$ cat config.mk
export PLATFORM = sky130hd
export DESIGN_NAME = noc_vc_merge_arb_flat
export DESIGN_NICKNAME = d
export VERILOG_FILES = /design/src/rtl/noc_vc_merge_arb_pkg.sv /design/src/rtl/noc_vc_merge_arb_if.sv /design/src/rtl/noc_vc_merge_arb_rr_arbiter.sv /design/src/rtl/noc_vc_merge_arb.sv /design/src/flat_wrapper.sv
export SDC_FILE = /design/constraint.sdc
export NUM_CORES = 1
export LEC_CHECK = 0
export BUFFER_PORTS_ARGS = -buffer_cell sky130_fd_sc_hd__buf_2
export CAP_MARGIN = 20
export CORE_MARGIN = 8
export CORE_UTILIZATION = 50
export DETAILED_ROUTE_END_ITERATION = 8
export PLACE_DENSITY = 0.76
export SETUP_SLACK_MARGIN = 0.15
export SYNTH_ARGS = -nofsm -noshare
export SYNTH_HDL_FRONTEND = slang
export SYNTH_HIERARCHICAL = 1
export SYNTH_SLANG_ARGS = --single-unit
$ cat constraint.sdc
create_clock -name noc_clk -period 6.2 [get_ports noc_clk]
set_clock_uncertainty 0.1 [all_clocks]
set_input_delay 0.31 -clock noc_clk [delete_from_list [all_inputs] [get_ports noc_clk]]
set_output_delay 0.31 -clock noc_clk [all_outputs]
set_load 0.01 [all_outputs]
$ cat src/rtl/noc_vc_merge_arb_pkg.sv
// Shared defaults and types for the NoC VC merge stage.
package Noc_parameters;

    localparam int Noc_VC_Channel    = 4;
    localparam int Noc_Data_Width    = 32;
    localparam int Noc_VC_Fifo_Depth = 8;
    localparam int Noc_VC_Idx_W      = $clog2(Noc_VC_Channel);

    typedef enum logic {
        IDLE   = 1'b0,
        LOCKED = 1'b1
    } noc_vc_merge_state_e;

    typedef struct packed {
        logic [Noc_Data_Width-1:0] flit;
        logic [Noc_VC_Idx_W-1:0]   vc;
        logic                      last;
    } noc_vc_fifo_entry_t;

endpackage

$ cat src/rtl/noc_vc_merge_arb_if.sv
// Handshake bundle between upstream VCs, the merge stage and the downstream consumer.
interface noc_vc_merge_arb_if
    import Noc_parameters::*;
#(
    parameter int CHANNELS = Noc_VC_Channel,
    parameter int DATA_W   = Noc_Data_Width,
    parameter int DEPTH    = Noc_VC_Fifo_Depth
);
    localparam int VC_W  = $clog2(CHANNELS);
    localparam int CNT_W = $clog2(DEPTH + 1);

    logic [CHANNELS-1:0]             in_valid;
    logic [CHANNELS-1:0]             in_last;
    logic [CHANNELS-1:0][DATA_W-1:0] in_flit;
    logic [CHANNELS-1:0]             in_ready;
    logic                            out_valid;
    logic                            out_ready;
    logic [DATA_W-1:0]               out_flit;
    logic [VC_W-1:0]                 out_vc;
    logic                            out_last;
    logic                            almost_full;
    logic [CNT_W-1:0]                count;
    logic [CHANNELS-1:0][15:0]       perf_cnt;

    modport master (
        output in_valid, in_last, in_flit, out_ready,
        input  in_ready, out_valid, out_flit, out_vc, out_last,
               almost_full, count, perf_cnt
    );

    modport slave (
        input  in_valid, in_last, in_flit, out_ready,
        output in_ready, out_valid, out_flit, out_vc, out_last,
               almost_full, count, perf_cnt
    );

endinterface

$ cat src/rtl/noc_vc_merge_arb_rr_arbiter.sv
// Round-robin priority pick: first requester at or after rr_ptr, wrapping upward.
module noc_rr_arbiter #(
    parameter int CHANNELS = 4,
    parameter int VC_W     = $clog2(CHANNELS)
) (
    input  logic [CHANNELS-1:0] req,
    input  logic [VC_W-1:0]     rr_ptr,
    output logic [CHANNELS-1:0] grant,
    output logic [VC_W-1:0]     grant_idx
);

    always_comb begin
        int          j;
        logic        found;
        logic [VC_W-1:0] jv;
        grant     = '0;
        grant_idx = '0;
        found     = 1'b0;
        j         = 0;
        jv        = '0;
        for (int k = 0; k < CHANNELS; k++) begin
            j  = (int'(rr_ptr) + k) % CHANNELS;
            jv = j[VC_W-1:0];
            if (!found && req[jv]) begin
                found     = 1'b1;
                grant[jv] = 1'b1;
                grant_idx = jv;
            end
        end
    end

endmodule

$ cat src/rtl/noc_vc_merge_arb.sv
// VC merge with wormhole-locked round-robin arbitration into a FWFT FIFO.
// Optional per-VC saturating push counters under NOC_VC_MERGE_PERF_EN.
module noc_vc_merge_arb
    import Noc_parameters::*;
#(
    parameter int CHANNELS  = Noc_VC_Channel,
    parameter int DATA_W    = Noc_Data_Width,
    parameter int DEPTH     = Noc_VC_Fifo_Depth,
    parameter int THRESHOLD = DEPTH - 2
) (
    input  logic             noc_clk,
    input  logic             noc_rst,
    noc_vc_merge_arb_if.slave bus
);

    localparam int VC_W  = $clog2(CHANNELS);
    localparam int PTR_W = $clog2(DEPTH);
    localparam int CNT_W = $clog2(DEPTH + 1);

    // Same layout as noc_vc_fifo_entry_t, sized for this instance.
    typedef struct packed {
        logic [DATA_W-1:0] flit;
        logic [VC_W-1:0]   vc;
        logic              last;
    } entry_t;

    noc_vc_merge_state_e state;
    logic [VC_W-1:0]     owner;
    logic [VC_W-1:0]     rr_ptr;

    logic [CHANNELS-1:0] req;
    logic [CHANNELS-1:0] gnt;
    logic [VC_W-1:0]     gnt_idx;
    logic [VC_W-1:0]     nxt_ptr;
    logic                push, pop, push_last;
    logic                full, empty;

    entry_t              mem [DEPTH];
    entry_t              head;
    logic [PTR_W-1:0]    wr_ptr, rd_ptr;
    logic [CNT_W-1:0]    count_q;

    // While a packet is in flight only its owner may compete.
    always_comb begin
        req = bus.in_valid;
        if (state == LOCKED) req = bus.in_valid & (CHANNELS'(1) << owner);
    end

    noc_rr_arbiter #(.CHANNELS(CHANNELS), .VC_W(VC_W)) u_arb (
        .req       (req),
        .rr_ptr    (rr_ptr),
        .grant     (gnt),
        .grant_idx (gnt_idx)
    );

    assign bus.in_ready = (full || noc_rst) ? '0 : gnt;
    assign push         = |(bus.in_valid & bus.in_ready);
    assign push_last    = bus.in_last[gnt_idx];
    assign pop          = bus.out_valid && bus.out_ready;
    assign nxt_ptr      = (gnt_idx == VC_W'(CHANNELS - 1)) ? '0 : gnt_idx + VC_W'(1);

    always_ff @(posedge noc_clk or posedge noc_rst) begin
        if (noc_rst) begin
            state  <= IDLE;
            owner  <= '0;
            rr_ptr <= '0;
        end else if (push) begin
            case (state)
                IDLE: begin
                    if (!push_last) begin
                        state <= LOCKED;
                        owner <= gnt_idx;
                    end else begin
                        rr_ptr <= nxt_ptr;
                    end
                end
                LOCKED: begin
                    if (push_last) begin
                        state  <= IDLE;
                        rr_ptr <= nxt_ptr;
                    end
                end
            endcase
        end
    end

    // Storage carries no reset; empty gating keeps outputs defined.
    always_ff @(posedge noc_clk) begin
        if (push) mem[wr_ptr] <= '{flit: bus.in_flit[gnt_idx], vc: gnt_idx, last: push_last};
    end

    always_ff @(posedge noc_clk or posedge noc_rst) begin
        if (noc_rst) begin
            wr_ptr  <= '0;
            rd_ptr  <= '0;
            count_q <= '0;
        end else begin
            if (push) wr_ptr <= wr_ptr + PTR_W'(1);
            if (pop)  rd_ptr <= rd_ptr + PTR_W'(1);
            case ({push, pop})
                2'b10:   count_q <= count_q + CNT_W'(1);
                2'b01:   count_q <= count_q - CNT_W'(1);
                default: count_q <= count_q;
            endcase
        end
    end

    assign full            = (count_q == CNT_W'(DEPTH));
    assign empty           = (count_q == '0);
    assign head            = mem[rd_ptr];
    assign bus.out_valid   = !empty;
    assign bus.out_flit    = empty ? '0 : head.flit;
    assign bus.out_vc      = empty ? '0 : head.vc;
    assign bus.out_last    = empty ? 1'b0 : head.last;
    assign bus.count       = count_q;
    assign bus.almost_full = (count_q >= CNT_W'(THRESHOLD));

`ifdef NOC_VC_MERGE_PERF_EN
    logic [CHANNELS-1:0][15:0] perf_q;
    for (genvar i = 0; i < CHANNELS; i++) begin : g_perf
        always_ff @(posedge noc_clk or posedge noc_rst) begin
            if (noc_rst)
                perf_q[i] <= '0;
            else if (bus.in_valid[i] && bus.in_ready[i] && perf_q[i] != 16'hFFFF)
                perf_q[i] <= perf_q[i] + 16'd1;
        end
    end
    assign bus.perf_cnt = perf_q;
`else
    assign bus.perf_cnt = '0;
`endif

endmodule
$ cat src/flat_wrapper.sv
// flat-port wrapper written by rule: the top's interface ports become plain ports
module noc_vc_merge_arb_flat import Noc_parameters::*;
#(
    parameter int CHANNELS  = Noc_VC_Channel,
    parameter int DATA_W    = Noc_Data_Width,
    parameter int DEPTH     = Noc_VC_Fifo_Depth,
    parameter int THRESHOLD = DEPTH - 2
)
  (noc_clk, noc_rst, bus_in_valid, bus_in_last, bus_in_flit, bus_out_ready, bus_in_ready, bus_out_valid, bus_out_flit, bus_out_vc, bus_out_last, bus_almost_full, bus_count, bus_perf_cnt);
  noc_vc_merge_arb_if #(.CHANNELS(CHANNELS), .DATA_W(DATA_W), .DEPTH(DEPTH)) bus_i ();
  input  logic noc_clk;
  input  logic noc_rst;
  input wire logic [$bits(bus_i.in_valid)-1:0] bus_in_valid;
  input wire logic [$bits(bus_i.in_last)-1:0] bus_in_last;
  input wire logic [$bits(bus_i.in_flit)-1:0] bus_in_flit;
  input wire logic [$bits(bus_i.out_ready)-1:0] bus_out_ready;
  output wire logic [$bits(bus_i.in_ready)-1:0] bus_in_ready;
  output wire logic [$bits(bus_i.out_valid)-1:0] bus_out_valid;
  output wire logic [$bits(bus_i.out_flit)-1:0] bus_out_flit;
  output wire logic [$bits(bus_i.out_vc)-1:0] bus_out_vc;
  output wire logic [$bits(bus_i.out_last)-1:0] bus_out_last;
  output wire logic [$bits(bus_i.almost_full)-1:0] bus_almost_full;
  output wire logic [$bits(bus_i.count)-1:0] bus_count;
  output wire logic [$bits(bus_i.perf_cnt)-1:0] bus_perf_cnt;
  assign bus_i.in_valid = bus_in_valid;
  assign bus_i.in_last = bus_in_last;
  assign bus_i.in_flit = bus_in_flit;
  assign bus_i.out_ready = bus_out_ready;
  assign bus_in_ready = bus_i.in_ready;
  assign bus_out_valid = bus_i.out_valid;
  assign bus_out_flit = bus_i.out_flit;
  assign bus_out_vc = bus_i.out_vc;
  assign bus_out_last = bus_i.out_last;
  assign bus_almost_full = bus_i.almost_full;
  assign bus_count = bus_i.count;
  assign bus_perf_cnt = bus_i.perf_cnt;
  noc_vc_merge_arb #(.CHANNELS(CHANNELS), .DATA_W(DATA_W), .DEPTH(DEPTH), .THRESHOLD(THRESHOLD)) u_core (.noc_clk(noc_clk), .noc_rst(noc_rst), .bus(bus_i));
endmodule
==> flow_summary.json <==
{
  "drc_errors": 0,
  "seq_area_frac_synth_pct": 66.6,
  "cpPeakStageDelay_ns": 0.79,
  "synthArstFlopShare_pct": 5.08,
  "cp_top_family": "multiplexers",
  "grt_start_max_net_pins": 73,
  "drt-vias-per-instance": 5.57,
  "setup_violations": 0,
  "clock_latency_ns": 0.53,
  "die_x_um": 178,
  "worst_pin_slew_ns": 1.08,
  "dpl-instance-area_um2": 14300,
  "fmax_ghz": 0.228,
  "die_area_um2": 31800,
  "synth_edf_count": 280,
  "min_period_over_period_pct": 70.8,
  "maxSlewViolCount": 0,
  "crit_slowest_cell": "o31ai_4",
  "io_buffers": 183,
  "drive_gt1_share_pct": 40.6,
  "final_cell_area_um2": 15200,
  "holdWs_ns": 0.170,
  "dp_cells": 1179,
  "cts_tree": "yes",
  "grt_overflow": 0,
  "relSlewSlack_pct": 28.0,
  "synth_ff_type": "edfxtp_1",
  "cap_violations": 0,
  "r2r_start": "u_core/rr_ptr[0]",
  "r2r-end": "u_core/mem[3][23]",
  "r2r_slack_ns": 1.81,
  "ys_types": 48,
  "power_density_nw_per_um2": 599,
  "rsz0062_at_grt": "no",
  "start_kind": "flop",
  "post_cts_buffers": 0,
  "synth_seq_cells": 295,
  "critical_path_required_ns": 6.34,
  "clkTransAtPathRegs_ns": 0.06,
  "start_util_pct": 50.8,
  "fin_nets": 1026,
  "arrival_ns": 4.53,
  "gp_congestion": 0.713,
  "drtIter0Drc": 421,
  "grt_pass1_wl_um": 41400,
  "rows": 59,
  "grt_pass1_vias": 7455,
  "h-tree-depth": 1,
  "cpMostUsedCell": "mux4_2",
  "clock_sinks": 295,
  "fin_cells": 1233,
  "core_um2": 26000,
  "wl_per_cell_um": 22.2,
  "syn2layout_area_growth_pct": 15.3,
  "p_leak_nw": 5.46,
  "antenna_found_initial": 0,
  "grt_usage_pct": 16.8,
  "critPathBufInv": 2,
  "fp.dieH_um": 178,
  "hold_path_depth": 2,
  "final.min_clock_period_ns": 4.39,
  "layout_commonest_cell": "edfxtp_1",
  "hold_viol_final": 0,
  "io_pins": 248,
  "ir_drop_mv": 0.437,
  "syn_avg_cell_area_um2": 19.3,
  "hold_start": "bus_in_flit[126]",
  "status": "complete, no violations",
  "yosys_warnings": 6,
  "drt_pass1_iterations": 4,
  "diodes": 0,
  "clock_path_buffers": 3,
  "cp_max_fo": 31,
  "crit_chain": "inv_1, ha_1, mux4_2, nor2_1, o31ai_4, buf_4, mux4_2",
  "hpwl_um": 17000,
  "endpoint_kind": "flop",
  "power_mw": 9.11,
  "ant_nets": 0,
  "vias": 6866,
  "cts_buffers": 29,
  "mappedNetlistArea_um2": 13200,
  "critPathKind": "flop to flop",
  "synth_cells": 685,
  "reg2reg_depth": 7,
  "routed_wl_um": 27300,
  "clockRootBuffer": "clkbuf_16",
  "hold_end": "u_core/mem[3][33]",
  "most-common-layout-cells": "edfxtp_1, buf_2, mux4_2",
  "hold_path.class": "input pin to flop"
}
## cell type report
type | instances | area [um^2]
Inverter | 8 | 32.5
Multi-Input combinational cell | 345 | 4030
Sequential cell | 295 | 8790
Timing Repair Buffer | 197 | 1020
Clock buffer | 42 | 785
Fill cell | 1948 | 10800
Tap cell | 335 | 419
Clock inverter | 11 | 130
## routing by layer
metal	vias to the layer above	routed length, um	track usage, %
li1	3040	-	-
met1	3548	10800	21.4
met2	240	14200	29.7
met3	38	1880	2.79
met4	0	422	3.79
met5	-	0	0
## stage by stage
| step | TNS (ns) | worst slack (ns) | utilization [%] |
|---|---|---|---|
| detailed placement | 0 | 1.70 | 55.0 |
| finish | 0 | 1.81 | 58.5 |
| CTS | 0 | 1.70 | 58.5 |
| global placement | 0 | 1.79 | 55.0 |
| floorplan | -23.76 | -0.170 | - |
| global route | 0 | 1.42 | 58.5 |
## sequential cells by signal (all words and copies together), names as in the netlist
register	cells
u_core/wr_ptr	3
u_core/bus.count	4
u_core/owner	2
u_core/state	1
u_core/mem	280
u_core/rd_ptr	3
u_core/rr_ptr	2
## logic make-up (layout without fill, tap and decap cells)
logic type                 count (synthesis)  in the layout  share of synthesized area [%]
xor gates and xnor gates                   9              9                          0.598
adders and majority gates                 11             11                           1.04
DFF                                      295            295                           66.6
muxes                                    150            150                           21.7
and+or+nand+nor                           78             78                           3.18
buffers and inverters                    108            258                           5.15
other                                      1             64                         0.0284
AOI/OAI and AO/OA                         33             33                           1.74
## synth_stat cells, drive strengths merged, types with 8 or more instances
library cell | number | area share, %
inv | 8 | 0.25
a22oi | 8 | 0.46
ha | 11 | 1.0
o21ai | 9 | 0.34
nor2 | 40 | 1.1
mux4 | 107 | 18
edfxtp | 280 | 64
mux2i | 37 | 2.8
clkbuf | 19 | 0.54
dfrtp | 15 | 2.8
buf | 81 | 4.4
nand2 | 10 | 0.28
## report_power, final
group | leakage (nW) | switching [mW] | internal (mW)
sequential | 2.70 | 0.324 | 3.34
clock | 0.438 | 0.684 | 0.999
combinational | 2.32 | 2.12 | 1.64
total | 5.46 | 3.13 | 5.98
## worst max-delay path by stage
stage / from / endpoint / slack (ns) / depth (start not counted)
after floorplan: u_core/rr_ptr[0] / u_core/mem[1][0] / -0.17 / 12
after global placement: u_core/rr_ptr[0] / u_core/mem[2][23] / 1.79 / 7
after detailed placement: u_core/rr_ptr[0] / u_core/mem[3][23] / 1.70 / 7
after CTS: u_core/rr_ptr[0] / u_core/mem[3][23] / 1.70 / 7
after global routing: u_core/rr_ptr[0] / u_core/mem[3][23] / 1.42 / 7
final: u_core/rr_ptr[0] / u_core/mem[3][23] / 1.81 / 7
## what timing repair did
item | 4_1_cts | 5_1_grt
hold buffers | 1 | 0
endpoints found under the hold margin | 15 | 0
resized for setup | 0 | 0
Note: power is estimated with default switching activity, not from simulation.
